**config.mk**
```make
export PLATFORM = sky130hd
export DESIGN_NAME = uart_rx_fifo
export DESIGN_NICKNAME = d
export VERILOG_FILES = /design/src/rtl/uart_pkg.sv /design/src/rtl/uart_fifo_mem.sv /design/src/rtl/uart_rx_fifo.sv
export SDC_FILE = /design/constraint.sdc
export NUM_CORES = 1
export LEC_CHECK = 0
export ABC_AREA = 1
export BUFFER_PORTS_ARGS = -buffer_cell sky130_fd_sc_hd__buf_2
export CAP_MARGIN = 30
export CORE_MARGIN = 3
export CORE_UTILIZATION = 30
export DETAILED_ROUTE_END_ITERATION = 10
export SLEW_MARGIN = 25
export SYNTH_ARGS = -nofsm -noshare
export SYNTH_HDL_FRONTEND = slang
export SYNTH_SLANG_ARGS = --single-unit
```
**constraint.sdc**
```tcl
create_clock -name PCLK -period 2.61 [get_ports PCLK]
set_input_delay 0.522 -clock PCLK [delete_from_list [all_inputs] [get_ports PCLK]]
set_output_delay 0.522 -clock PCLK [all_outputs]
set_load 0.03 [all_outputs]
```
**src/rtl/uart_pkg.sv**
```systemverilog
// rtl/uart_pkg.sv - shared UART types, defaults and pointer-width helper
package uart_pkg;

    localparam int DATA_BITS_DEF = 8;
    localparam int DEPTH_DEF     = 16;
    localparam int ptr_w         = $clog2(DEPTH_DEF);

    // Layout shared with the APB status register: framing error above the character.
    typedef struct packed {
        logic                     err;
        logic [DATA_BITS_DEF-1:0] data;
    } rx_entry_t;

    function automatic int ptr_width(input int depth);
        return $clog2(depth);
    endfunction

endpackage

```
**src/rtl/uart_fifo_mem.sv**
```systemverilog
// rtl/uart_fifo_mem.sv - simple dual-port array, synchronous write, asynchronous read
module uart_fifo_mem #(
    parameter int WIDTH  = 9,
    parameter int DEPTH  = 16,
    parameter int ADDR_W = $clog2(DEPTH)
) (
    input  logic              clk,
    input  logic              wr_en,
    input  logic [ADDR_W-1:0] wr_addr,
    input  logic [WIDTH-1:0]  wr_data,
    input  logic [ADDR_W-1:0] rd_addr,
    output logic [WIDTH-1:0]  rd_data
);

    logic [WIDTH-1:0] mem [DEPTH];

    always_ff @(posedge clk) begin
        if (wr_en) begin
            mem[wr_addr] <= wr_data;
        end
    end

    assign rd_data = mem[rd_addr];

endmodule

```
**src/rtl/uart_rx_fifo.sv**
```systemverilog
// rtl/uart_rx_fifo.sv - show-ahead RX character FIFO with level, overrun and error counting
module uart_rx_fifo
    import uart_pkg::*;
#(
    parameter int DATA_BITS = DATA_BITS_DEF,
    parameter int DEPTH     = DEPTH_DEF,
    parameter int THRESH    = 8
) (
    input  logic                       PCLK,
    input  logic                       PRESET,
    input  logic                       rx_rst,
    input  logic                       wr_valid,
    input  logic [DATA_BITS-1:0]       wr_data,
    input  logic                       wr_err,
    input  logic                       rd_en,
    output logic [DATA_BITS-1:0]       rd_data,
    output logic                       rd_err,
    output logic                       empty,
    output logic                       full,
    output logic [$clog2(DEPTH):0]     level,
    output logic                       thresh_irq,
    output logic                       overrun,
    input  logic                       ovr_clr,
    output logic [7:0]                 err_cnt,
    input  logic                       err_clr
);

    localparam int PTR_W = ptr_width(DEPTH);
    localparam int LVL_W = PTR_W + 1;
    localparam logic [LVL_W-1:0] DEPTH_L  = LVL_W'(DEPTH);
    localparam logic [LVL_W-1:0] THRESH_L = LVL_W'(THRESH);

    logic [PTR_W-1:0]   wr_ptr;
    logic [PTR_W-1:0]   rd_ptr;
    logic [DATA_BITS:0] head;
    logic               do_push;
    logic               do_pop;
    logic               ovr_set;

    assign empty      = (level == '0);
    assign full       = (level == DEPTH_L);
    assign thresh_irq = (level >= THRESH_L);

    // A full FIFO still accepts a push when the head leaves on the same edge.
    assign do_push = wr_valid && (!full || rd_en);
    assign do_pop  = rd_en && !empty;
    assign ovr_set = wr_valid && full && !rd_en;

    uart_fifo_mem #(
        .WIDTH  (DATA_BITS + 1),
        .DEPTH  (DEPTH),
        .ADDR_W (PTR_W)
    ) u_mem (
        .clk     (PCLK),
        .wr_en   (do_push && !rx_rst),
        .wr_addr (wr_ptr),
        .wr_data ({wr_err, wr_data}),
        .rd_addr (rd_ptr),
        .rd_data (head)
    );

    assign rd_data = empty ? '0 : head[DATA_BITS-1:0];
    assign rd_err  = empty ? 1'b0 : head[DATA_BITS];

    always_ff @(posedge PCLK or posedge PRESET) begin
        if (PRESET) begin
            wr_ptr  <= '0;
            rd_ptr  <= '0;
            level   <= '0;
            overrun <= 1'b0;
            err_cnt <= '0;
        end else if (rx_rst) begin
            wr_ptr  <= '0;
            rd_ptr  <= '0;
            level   <= '0;
            overrun <= 1'b0;
            err_cnt <= '0;
        end else begin
            if (do_push) begin
                wr_ptr <= wr_ptr + 1'b1;
            end
            if (do_pop) begin
                rd_ptr <= rd_ptr + 1'b1;
            end
            if (do_push && !do_pop) begin
                level <= level + 1'b1;
            end else if (do_pop && !do_push) begin
                level <= level - 1'b1;
            end

            if (ovr_set) begin
                overrun <= 1'b1;
            end else if (ovr_clr) begin
                overrun <= 1'b0;
            end

            // An accepted error push beats a simultaneous clear, restarting the count at 1.
            if (do_push && wr_err) begin
                if (err_clr) begin
                    err_cnt <= 8'd1;
                end else if (err_cnt != 8'hFF) begin
                    err_cnt <= err_cnt + 8'd1;
                end
            end else if (err_clr) begin
                err_cnt <= '0;
            end
        end
    end

endmodule

```
# ---- After elaboration in Yosys (flattened, before gate mapping)
# Memory sizes are Yosys's and may differ from the RTL's.
# Index checks and enable logic that the tools add are counted.
dict set report totals {
  wordCells 56
  output_inout_bits 26
  memories 1
  mem_bits_rw 144
  regBits 22
}
# memory depth width read_ports rd_ports_with_merged_regs write_ports line_no
set mem_list {}
lappend mem_list {u_mem.mem 16 9 1 0 1 uart_fifo_mem.sv:15} ;# logic [WIDTH-1:0] mem [DEPTH];
dict set report op_classes {
  mux 19
  n_reduce_logical 23
  n_lt_le_gt_ge 1
  eq_ne 2
  addsub 5
}
# operator n
set op_table {}
lappend op_table {{two-way mux 8 bit} 6}
lappend op_table {{two-way mux 4 bit} 4}
lappend op_table {{two-way mux 5 bit} 3}
lappend op_table {{nonzero test 3 bit} 4}
lappend op_table {{adder 4 x 1 -> 4 bit, second input constant} 2}
lappend op_table {{adder 8 x 1 -> 8 bit, second input constant} 1}
lappend op_table {{logical AND 1 bit} 8}
lappend op_table {{!= test 8 bit, second input constant} 1}
lappend op_table {{logical NOT 1 bit} 6}
lappend op_table {{two-way mux 1 bit} 6}
lappend op_table {{adder 5 x 1 -> 5 bit, second input constant} 1}
lappend op_table {{== test 5 bit, second input constant} 1}
lappend op_table {{greater-or-equal comparator 5 x 4 -> 1 bit, second input constant} 1}
lappend op_table {{logical NOT 5 bit} 1}
lappend op_table {{subtractor 5 x 1 -> 5 bit, second input constant} 1}
lappend op_table {{nonzero test 2 bit} 2}
lappend op_table {{AND reduction 2 bit} 1}
lappend op_table {{logical OR 1 bit} 1}

# ---- Logic depth before layout (Yosys ltp)
# Gate-level depths: netlist of the first run.
dict set report depth {
  word_depth 9
  mapped_depth 14
}

# ---- Cells and area by module
# Synthesis of the first run repeated with hierarchy kept, for this count alone.
dict set report unflattened {
  cells_unflattened 819
  area_unflattened_um2 7850.0
}
# mod area_per_inst_um2 instances cells_each
set by_module_without_submodules {}
lappend by_module_without_submodules {uart_fifo_mem 6322.3 1 606}
lappend by_module_without_submodules {uart_rx_fifo 1527.7 1 213}

# ---- Worst setup path before layout of the first run
# No wires, ideal clock.
dict set report synth_timing {
  kind {register to output}
  startpoint {register level[0]}
  endpoint {output port rd_data[0]}
  n_path_buf 0
  path_slack_ns 0.325
  t_arrival_ns 1.763
  stages_incl_launch_ff 5
  cell_sequence {dfrtp_1 > nor2_4 > nand3_2 > clkinv_1 > a21oi_1}
}
dict set report synth_between {
  elab_chain_len 2
}
# element line_no
set synth_rtl {}
lappend synth_rtl {{from (decl)} uart_rx_fifo.sv:20} ;# output logic [$clog2(DEPTH):0] level,
lappend synth_rtl {{from (signal assigned)} uart_rx_fifo.sv:86} ;# level <= level + 1'b1;
lappend synth_rtl {{from (signal assigned)} uart_rx_fifo.sv:88} ;# level <= level - 1'b1;
lappend synth_rtl {{logical NOT 5 bit} uart_rx_fifo.sv:40} ;# assign empty = (level == '0);
lappend synth_rtl {{net empty} uart_rx_fifo.sv:18} ;# output logic empty,
lappend synth_rtl {{two-way mux 8 bit} uart_rx_fifo.sv:62} ;# assign rd_data = empty ? '0 : head[DATA_BITS-1:0];
lappend synth_rtl {{to (decl)} uart_rx_fifo.sv:16} ;# output logic [DATA_BITS-1:0] rd_data,
# The timed path passes the listed nets, and every way through them passes these cells.

# ---- Worst setup path after layout of the first run
dict set report layout_timing {
  startpoint {register rd_ptr[0]}
  endpoint {output port rd_data[3]}
}
dict set report layout_between {
  elab_chain_len 2
}
# element line_no
set layout_rtl {}
lappend layout_rtl {{from (decl)} uart_rx_fifo.sv:34} ;# logic [PTR_W-1:0] rd_ptr;
lappend layout_rtl {{from (signal assigned)} uart_rx_fifo.sv:83} ;# rd_ptr <= rd_ptr + 1'b1;
lappend layout_rtl {{memory (16 x 9 bit)} -}
lappend layout_rtl {{two-way mux 8 bit} uart_rx_fifo.sv:62}
# No other way between the ends.

==> results of run 1 <==
state kept, by name, indices dropped and copies added, names as in the netlist:
register,flops
err_cnt,8
level,5
overrun,1
rd_ptr,4
u_mem.mem,144
wr_ptr,4
critical path: stages, from the launching register on:
cell and delay [ns]:
dfrtp_2 0.46, clkinv_4 0.12, bufbuf_16 0.31, nand2_1 0.06
nand3_1 0.07, nand3_1 0.08, nand2_1 0.07, nand2_1 0.06
a21oi_2 0.20, buf_6 0.16
final timing paths:
kind / start / to / depth (start not counted)
worst max-delay path: rd_ptr[0] / rd_data[3] / 9
worst min-delay path: PRESET / level[3] / 2
worst max register to register: level[1] / level[4] / 13
worst min register to register: err_cnt[1] / err_cnt[1] / 2
max in group asynchronous: PRESET / err_cnt[6] / 3
min in group PCLK: ovr_clr / overrun / 4
layout make-up:
type                       instances  area [um2]  area share
inverter                          27         110      0.0125
timing repair buffer              76         612      0.0692
sequential                       166        4880       0.552
tap                              319         399      0.0451
multi-input combinational        467        2230       0.253
clock buffer                      17         425      0.0481
clock inverter                    15         185      0.0209
power groups by stage:
stage	Clock, mW	Combinational [mW]	Sequential (mW)
floorplan	0	1.69	3.17
global placement	0	2.41	3.13
detailed placement	0	2.43	3.13
CTS	2.55	2.55	3.07
global route	2.67	3.04	3.09
finish	2.51	2.77	3.07
cell families after synthesis:
family	Yosys count
AOI/OAI and AO/OA	26
adders and majority gates	11
DFF	166
xor gates and xnor gates	5
buffers and inverters	58
and+or+nand+nor	425
through the flow:
step / setup WS, ns / area [um2] / power, mW / util / hold slack (ns)
2_1_floorplan: 0.325 / 7350 / 4.85 / - / 0.511
3_3_place_gp: 0.374 / 8060 / 5.54 / 0.339 / 0.521
3_5_place_dp: 0.375 / 8060 / 5.56 / 0.339 / 0.522
4_1_cts: -0.0166 / 8730 / 8.18 / 0.367 / 0.238
5_1_grt: -0.0705 / 8840 / 8.79 / 0.372 / 0.266
6_report: 0.0674 / 8840 / 8.35 / 0.372 / 0.211
synthesized netlist by cell type, types with 2 or more instances:
cell type / count / area [um2]
ha_1: 10 / 125
buf_4: 4 / 30.0
nand3_2: 2 / 20.0
xor2_1: 5 / 43.8
nor2_4: 3 / 33.8
nor2_1: 25 / 93.8
inv_2: 6 / 22.5
nand3_1: 131 / 656
o21ai_2: 3 / 26.3
dfrtp_1: 22 / 551
nor3_1: 5 / 25.0
a21oi_1: 14 / 70.1
nor2_2: 2 / 12.5
o21ai_1: 3 / 15.0
edfxtp_1: 144 / 4320
buf_2: 18 / 90.1
inv_1: 18 / 67.6
o21ai_0: 3 / 15.0
buf_1: 3 / 11.3
clkbuf_1: 5 / 18.8
nand2_2: 5 / 31.3
nand2_1: 246 / 923
clkinv_1: 2 / 7.51
what timing repair did:
item                       in CTS  in global routing
hold buffers                    0                  0
pin swaps                       0                  0
cloned                          1                  2
resized for setup               9                 18
setup endpoints to repair       8                  9
setup buffers                   0                  3
routing by layer:
layer | part of all wire | up-vias | global-route usage
met4 | 0.011 | 0 | 0.0450
met1 | 0.45 | 2465 | 0.188
li1 | - | 2501 | -
met2 | 0.47 | 152 | 0.228
met3 | 0.066 | 16 | 0.0305
met5 | 0 | - | 0
==> impl_metrics.env, run 1 <==
export IMPL_status="completed"
export IMPL_setup_violations=0
export IMPL_post_drt_wl_per_cell_um=16.9
export IMPL_clkSinkCount=166
export IMPL_power_leakage_nw=3.46
export IMPL_portBuffers=41
export IMPL_grt_max_degree=75
export IMPL_swShare=0.376
export IMPL_crit_type="reg2out"
export IMPL_maxSlewViolCount=0
export IMPL_grt_pass1_wl_mm=28.0
export IMPL_required_ns=2.09
export IMPL_synth_xor_area_frac=0.00596
export IMPL_rsz0062_at_grt="yes"
export IMPL_synthSimpleGateAreaFrac=0.254
export IMPL_synthAdderAreaFrac=0.0197
export IMPL_final_cell_mix="nand2_1 (246), edfxtp_1 (144), nand3_1 (131), buf_2 (34), buf_4 (30)"
export IMPL_powerDensity_mw_per_mm2=944
export IMPL_antenna_found_initial=0
export IMPL_nets=782
export IMPL_finalCriticalPeriod_ns=2.54
export IMPL_synth_edf_count=144
export IMPL_area_growth_pct=20.3
export IMPL_first_global_vias=4859
export IMPL_die_y_um=163
export IMPL_ir_worst_vdd_v=0.000461
export IMPL_antennaDiodeCount=0
export IMPL_ys_warn_count=0
export IMPL_cts_root_buf="clkbuf_16"
export IMPL_pwr_share_clk=0.300
export IMPL_drtIter0Drc=399
export IMPL_clkLatencyLatePin_ns=0.43
export IMPL_vias=5134
export IMPL_tightestPinTransition_ns=0.742
export IMPL_hpwlAfterDp_mm=10.9
export IMPL_clockBufferDepth=2
export IMPL_async_flop_share=0.133
export IMPL_wirelength_mm=18.3
export IMPL_post_route_period_util=0.974
export IMPL_fin_cells=1087
export IMPL_pwr_share_comb=0.332
export IMPL_syn_inst=691
export IMPL_layout_commonest_cell="nand2_1"
export IMPL_avgSynthCellArea_um2=10.6
export IMPL_seq_area_frac_synth=0.663
export IMPL_seqPwrFrac=0.368
export IMPL_initial_core_util=0.310
export IMPL_maxCapViolations=0
export IMPL_finalClockSkew_ns=0.0130
export IMPL_p_int_mw=5.21
export IMPL_setup_tns_ns=0
export IMPL_drc=0
export IMPL_drive_gt1_frac=0.188
export IMPL_core_area_mm2=0.0238
export IMPL_vias_per_cell=4.72
export IMPL_synthMuxAreaShare=0
export IMPL_crit_fanout=21
export IMPL_synth_cell_type_count=35
export IMPL_synthFlopType="edfxtp_1"
export IMPL_tritoncts="done"
export IMPL_synth_compound_area_frac=0.0214
export IMPL_grt_usage=0.140
export IMPL_fillers=2297
export IMPL_grt_ovfl_total=0
export IMPL_synth_top_family_by_area="simple AND/OR/NAND/NOR gates"
export IMPL_rows=56
export IMPL_first_pass_iters=5
export IMPL_fp_dieArea_mm2=0.0264
export IMPL_place_inst=1049
export IMPL_htreeDepth=4
export IMPL_die_w_um=163
export IMPL_ys_ff_latch=166
export IMPL_place_congestion=0.748
export IMPL_antenna_left=0
export IMPL_synth_area_mm2=0.00735
export IMPL_clk_pin_slew_ns=0.07
export IMPL_relSlewSlack=0.505
export IMPL_io_pins=42
export IMPL_arrival_ns=2.02
export IMPL_rrSetupSlack_ns=0.38
export IMPL_hold_viol=0
export IMPL_min_path_type="in2async"
export IMPL_fmax_mhz=393
export IMPL_p_switching_mw=3.14
export IMPL_cp_start_kind="flop"
export IMPL_syn_num_nets=718
export IMPL_cts_inserted_buffers=17
export IMPL_cp_end_kind="output pin"
Note: power is estimated with default switching activity, not from simulation.
==> run 2: changes to the inputs <==
Settings changed: CORE_UTILIZATION 30 to 55, PLACE_DENSITY from default to 0.73.
==> impl_metrics.env, run 2 (synthesis results as in run 1) <==
export IMPL_pre_cts_ws_ns=0.323
export IMPL_final_cell_mix="nand2_1 (246), edfxtp_1 (144), nand3_1 (131), buf_2 (33), buf_4 (31)"
export IMPL_required_ns=2.09
export IMPL_antenna_found_initial=0
export IMPL_tightestPinTransition_ns=0.478
export IMPL_clockBufferDepth=2
export IMPL_fp_dieArea_mm2=0.0148
export IMPL_pwr_share_clk=0.299
export IMPL_drc=0
export IMPL_power_leakage_nw=3.39
export IMPL_cts_root_buf="clkbuf_16"
export IMPL_cp_start_kind="flop"
export IMPL_initial_core_util=0.573
export IMPL_powerDensity_mw_per_mm2=958
export IMPL_cts_inserted_buffers=17
export IMPL_post_route_period_util=0.983
export IMPL_crit_type="reg2out"
export IMPL_maxCapViolations=0
export IMPL_drtIter0Drc=556
export IMPL_regMostFlops="u_mem.mem"
export IMPL_clk_pin_slew_ns=0.06
export IMPL_io_pins=42
export IMPL_clkSinkCount=166
export IMPL_hold_viol=0
export IMPL_nets=776
export IMPL_grt_pass1_wl_mm=26.0
export IMPL_core_area_mm2=0.0128
export IMPL_vias_per_cell=5.69
export IMPL_fmax_mhz=390
export IMPL_portBuffers=41
export IMPL_largestRegisters="u_mem.mem x144, err_cnt x8, level x5"
export IMPL_largest_reg_flops=144
export IMPL_p_total_mw=8.17
export IMPL_setup_violations=0
export IMPL_swShare=0.349
export IMPL_p_int_mw=5.32
export IMPL_first_global_vias=5058
export IMPL_grt_usage=0.233
export IMPL_rrSetupSlack_ns=0.30
export IMPL_grt_max_degree=64
export IMPL_htreeDepth=4
export IMPL_place_congestion=0.840
export IMPL_timing_final_ws_setup_ns=0.0445
export IMPL_maxSlewViolCount=0
export IMPL_status="completed"
export IMPL_crit_fanout=31
export IMPL_finalCriticalPeriod_ns=2.57
export IMPL_ir_worst_vdd_v=0.000685
export IMPL_post_drt_wl_per_cell_um=17.7
export IMPL_die_y_um=122
export IMPL_relSlewSlack=0.681
export IMPL_antenna_left=0
export IMPL_wirelength_mm=16.5
export IMPL_cp_end_kind="output pin"
export IMPL_die_w_um=122
export IMPL_worst_hold_slack_ns=0.109
export IMPL_rows=41
export IMPL_tritoncts="done"
export IMPL_rsz0062_at_grt="yes"
export IMPL_clkLatencyLatePin_ns=0.42
export IMPL_p_switching_mw=2.85
export IMPL_arrival_ns=2.04
export IMPL_grt_ovfl_total=0
export IMPL_area_growth_pct=16.0
export IMPL_hpwlAfterDp_mm=10.2
export IMPL_pwr_share_comb=0.326
export IMPL_antennaDiodeCount=0
export IMPL_first_pass_iters=5
export IMPL_layout_commonest_cell="nand2_1"
export IMPL_min_path_type="in2async"
export IMPL_finalClockSkew_ns=0.0122
export IMPL_postCtsHoldBufs=0
export IMPL_seqPwrFrac=0.375
export IMPL_vias=5310
export IMPL_drive_gt1_frac=0.171
-- run 2: cell count changes in the layout (fill, tap and decap cells not counted), moves of 2 or more --
| cell | delta |
|---|---|
| clkinv_8 | -6 |
| buf_6 | -4 |
| clkbuf_1 | +4 |
| inv_8 | -4 |
| bufinv_16 | +3 |
| clkinv_4 | -3 |
| clkinv_1 | +2 |
| clkinvlp_4 | +2 |
-- run 2: area by class of cell --
class,count,area [um2]
Sequential cell,166,4880
Fill cell,1002,4300
Multi-Input combinational cell,467,2230
Inverter,27,115
Timing Repair Buffer,70,517
Tap cell,172,215
Clock inverter,10,131
Clock buffer,21,440
-- run 2: final timing paths --
path,cells after the start,from,endpoint
setup / recovery,9,rd_ptr[0],rd_data[5]
hold / removal,2,PRESET,overrun
setup reg to reg,13,level[1],level[4]
hold reg to reg,2,overrun,overrun
max in group asynchronous,3,PRESET,rd_ptr[0]
min in group PCLK,4,ovr_clr,overrun
-- run 2: critical path, stage by stage, from the launching register on --
cell and delay (ns):
dfrtp_2 0.45, buf_4 0.16, clkbuf_16 0.21, nand2_1 0.07, nand3_1 0.08, nand3_1 0.09
nand2_1 0.11, nand2_1 0.09, a21oi_2 0.17, buf_4 0.18
-- run 2: routing by layer --
layer | share of wire | track usage | up-vias
met2 | 0.49 | 0.383 | 213
met1 | 0.42 | 0.311 | 2598
met3 | 0.075 | 0.0580 | 23
li1 | - | - | 2476
met5 | 0 | 0 | -
met4 | 0.014 | 0.0707 | 0
-- run 2: power groups by stage --
| stage | Clock, mW | Sequential (mW) | Combinational (mW) |
|---|---|---|---|
| 2_1_floorplan | 0 | 3.17 | 1.69 |
| 3_3_place_gp | 0 | 3.10 | 2.33 |
| 3_5_place_dp | 0 | 3.11 | 2.40 |
| 4_1_cts | 2.47 | 3.06 | 2.51 |
| 5_1_grt | 2.57 | 3.07 | 2.89 |
| 6_report | 2.44 | 3.06 | 2.67 |
-- run 2: timing repair --
item | 4_1_cts | 5_1_grt
buffers inserted | 0 | 1
cloned | 1 | 1
endpoints found under the setup margin | 5 | 9
endpoints found under the hold margin | 0 | 0
resized for setup | 7 | 17
pin swaps | 0 | 0
-- run 2: stage by stage --
| stage | area, um2 | setup TNS, ns | cells | util |
|---|---|---|---|---|
| finish | 8530 | 0 | 933 | 0.665 |
| global route | 8530 | -0.0490 | 933 | 0.665 |
| CTS | 8450 | 0 | 930 | 0.659 |
| detailed placement | 7830 | 0 | 898 | 0.610 |
| global placement | 7830 | 0 | 898 | 0.610 |
| floorplan | 7350 | 0 | 691 | - |
==> run 3: changes to the inputs <==
Settings changed: SETUP_SLACK_MARGIN from default to 0.05.
==> impl_metrics.env, run 3 (synthesis results as in run 1) <==
export IMPL_final_cell_mix="nand2_1 (245), edfxtp_1 (144), nand3_1 (130), buf_2 (32), buf_4 (27)"
export IMPL_dr_wl_met3_mm=1.26
export IMPL_area_growth_pct=18.7
export IMPL_grt_max_degree=64
export IMPL_antenna_left=0
export IMPL_vias=5423
export IMPL_min_path_type="in2async"
export IMPL_maxSlewViolCount=0
export IMPL_fp_dieArea_mm2=0.0148
export IMPL_rows=41
export IMPL_top_layer_used="met4"
export IMPL_hold_viol=0
export IMPL_first_global_vias=5046
export IMPL_setup_violations=0
export IMPL_finalClockSkew_ns=0.0104
export IMPL_setup_tns_ns=0
export IMPL_post_drt_wl_per_cell_um=18.7
export IMPL_crit_type="reg2out"
export IMPL_drc=0
export IMPL_wl_met2_mm=8.88
export IMPL_vias_per_cell=5.77
export IMPL_cts_inserted_buffers=17
export IMPL_fmax_mhz=388
export IMPL_first_pass_iters=5
export IMPL_required_ns=2.09
export IMPL_power_leakage_nw=3.48
export IMPL_worstPathCellList="clkinv_8, clkbuf_16, nand2_1, nand3_1, nand3_1, nand2_1, nand2_1, a21oi_2, buf_4"
export IMPL_clkLatencyLatePin_ns=0.42
export IMPL_io_pins=42
export IMPL_tightestPinTransition_ns=0.493
export IMPL_largest_reg_flops=144
export IMPL_arrival_ns=2.05
export IMPL_clkSinkCount=166
export IMPL_maxCapViolations=0
export IMPL_hpwlAfterDp_mm=10.2
export IMPL_slowest_delay_ns=0.49
export IMPL_crit_slowest_cell="dfrtp_2"
export IMPL_ir_worst_vdd_v=0.000695
export IMPL_portBuffers=41
export IMPL_drive_gt1_frac=0.182
export IMPL_largestRegisters="u_mem.mem x144, err_cnt x8, level x5"
export IMPL_relSlewSlack=0.671
export IMPL_grt_ovfl_total=0
export IMPL_final_util=0.680
export IMPL_fillers=971
export IMPL_nets=783
export IMPL_place_area_mm2=0.00783
export IMPL_cp_start_kind="flop"
export IMPL_clk_pin_slew_ns=0.06
export IMPL_antenna_found_initial=0
export IMPL_critPathMostFrequentCell="nand2_1"
export IMPL_crit_fanout=13
export IMPL_status="completed"
export IMPL_regMostFlops="u_mem.mem"
export IMPL_htreeDepth=4
export IMPL_layout_commonest_cell="nand2_1"
export IMPL_wirelength_mm=17.6
export IMPL_die_w_um=122
export IMPL_grt_usage=0.233
export IMPL_powerDensity_mw_per_mm2=975
export IMPL_final_cell_area_mm2=0.00873
export IMPL_cp_end_kind="output pin"
export IMPL_tritoncts="done"
export IMPL_grt_pass1_wl_mm=26.0
export IMPL_finalCriticalPeriod_ns=2.57
export IMPL_clockBufferDepth=2
export IMPL_antennaDiodeCount=0
export IMPL_drtIter0Drc=608
export IMPL_wirelength_met1_mm=7.21
export IMPL_rsz0062_at_grt="yes"
export IMPL_place_congestion=0.840
export IMPL_core_area_mm2=0.0128
export IMPL_initial_core_util=0.573
export IMPL_cts_root_buf="clkbuf_16"
export IMPL_die_y_um=122
export IMPL_post_route_period_util=0.987
-- run 3: final timing paths --
path	startpoint	end	slack (ns)	depth (start not counted)
max	rd_ptr[0]	rd_err	0.04	9
min	PRESET	overrun	0.11	2
max reg2reg	level[1]	level[4]	0.29	13
min reg2reg	overrun	overrun	0.53	2
max in group asynchronous	PRESET	rd_ptr[0]	2.02	3
min in group PCLK	ovr_clr	overrun	0.35	4
-- run 3: report_power, final --
group | switching [mW] | total [mW] | internal [mW] | leakage (nW)
sequential | 0.108 | 3.07 | 2.96 | 1.60
combinational | 1.89 | 2.98 | 1.09 | 1.61
clock | 0.966 | 2.46 | 1.49 | 0.272
-- run 3: layout make-up --
type	count	area, um2	area share
multi-input combinational	467	2240	0.257
clock buffer	21	440	0.0505
sequential	166	4880	0.559
inverter	27	123	0.0141
timing repair buffer	77	699	0.0801
tap	172	215	0.0247
clock inverter	10	131	0.0151
-- run 3: worst max-delay path, delay by kind of cell, from the launching register on --
kind / cells / cell delay [ns]
buf+inv: 3 / 0.53
flops: 1 / 0.49
compound gates: 1 / 0.20
simple gates: 5 / 0.42
-- run 3: routing by layer --
metal / track usage / up-vias
met5: 0 / -
met4: 0.0707 / 0
met1: 0.311 / 2652
met3: 0.0576 / 20
li1: - / 2491
met2: 0.382 / 260
-- run 3: through the flow --
step / total power [mW] / hold slack [ns] / instances / setup slack (ns)
3_3_place_gp: 5.43 / 0.518 / 898 / 0.416
2_1_floorplan: 4.85 / 0.511 / 691 / 0.325
4_1_cts: 8.08 / 0.308 / 930 / 0.0173
5_1_grt: 8.86 / 0.137 / 940 / -0.0339
3_5_place_dp: 5.51 / 0.523 / 898 / 0.323
6_report: 8.51 / 0.110 / 940 / 0.0352
-- run 3: what timing repair did --
item / 4_1_cts / 5_1_grt
hold endpoints to repair: 0 / 0
gates resized for setup: 12 / 21
gates cloned: 1 / 8
pin swaps: 0 / 3
setup buffers: 0 / 1
hold buffers: 0 / 0
setup endpoints to repair: 9 / 9
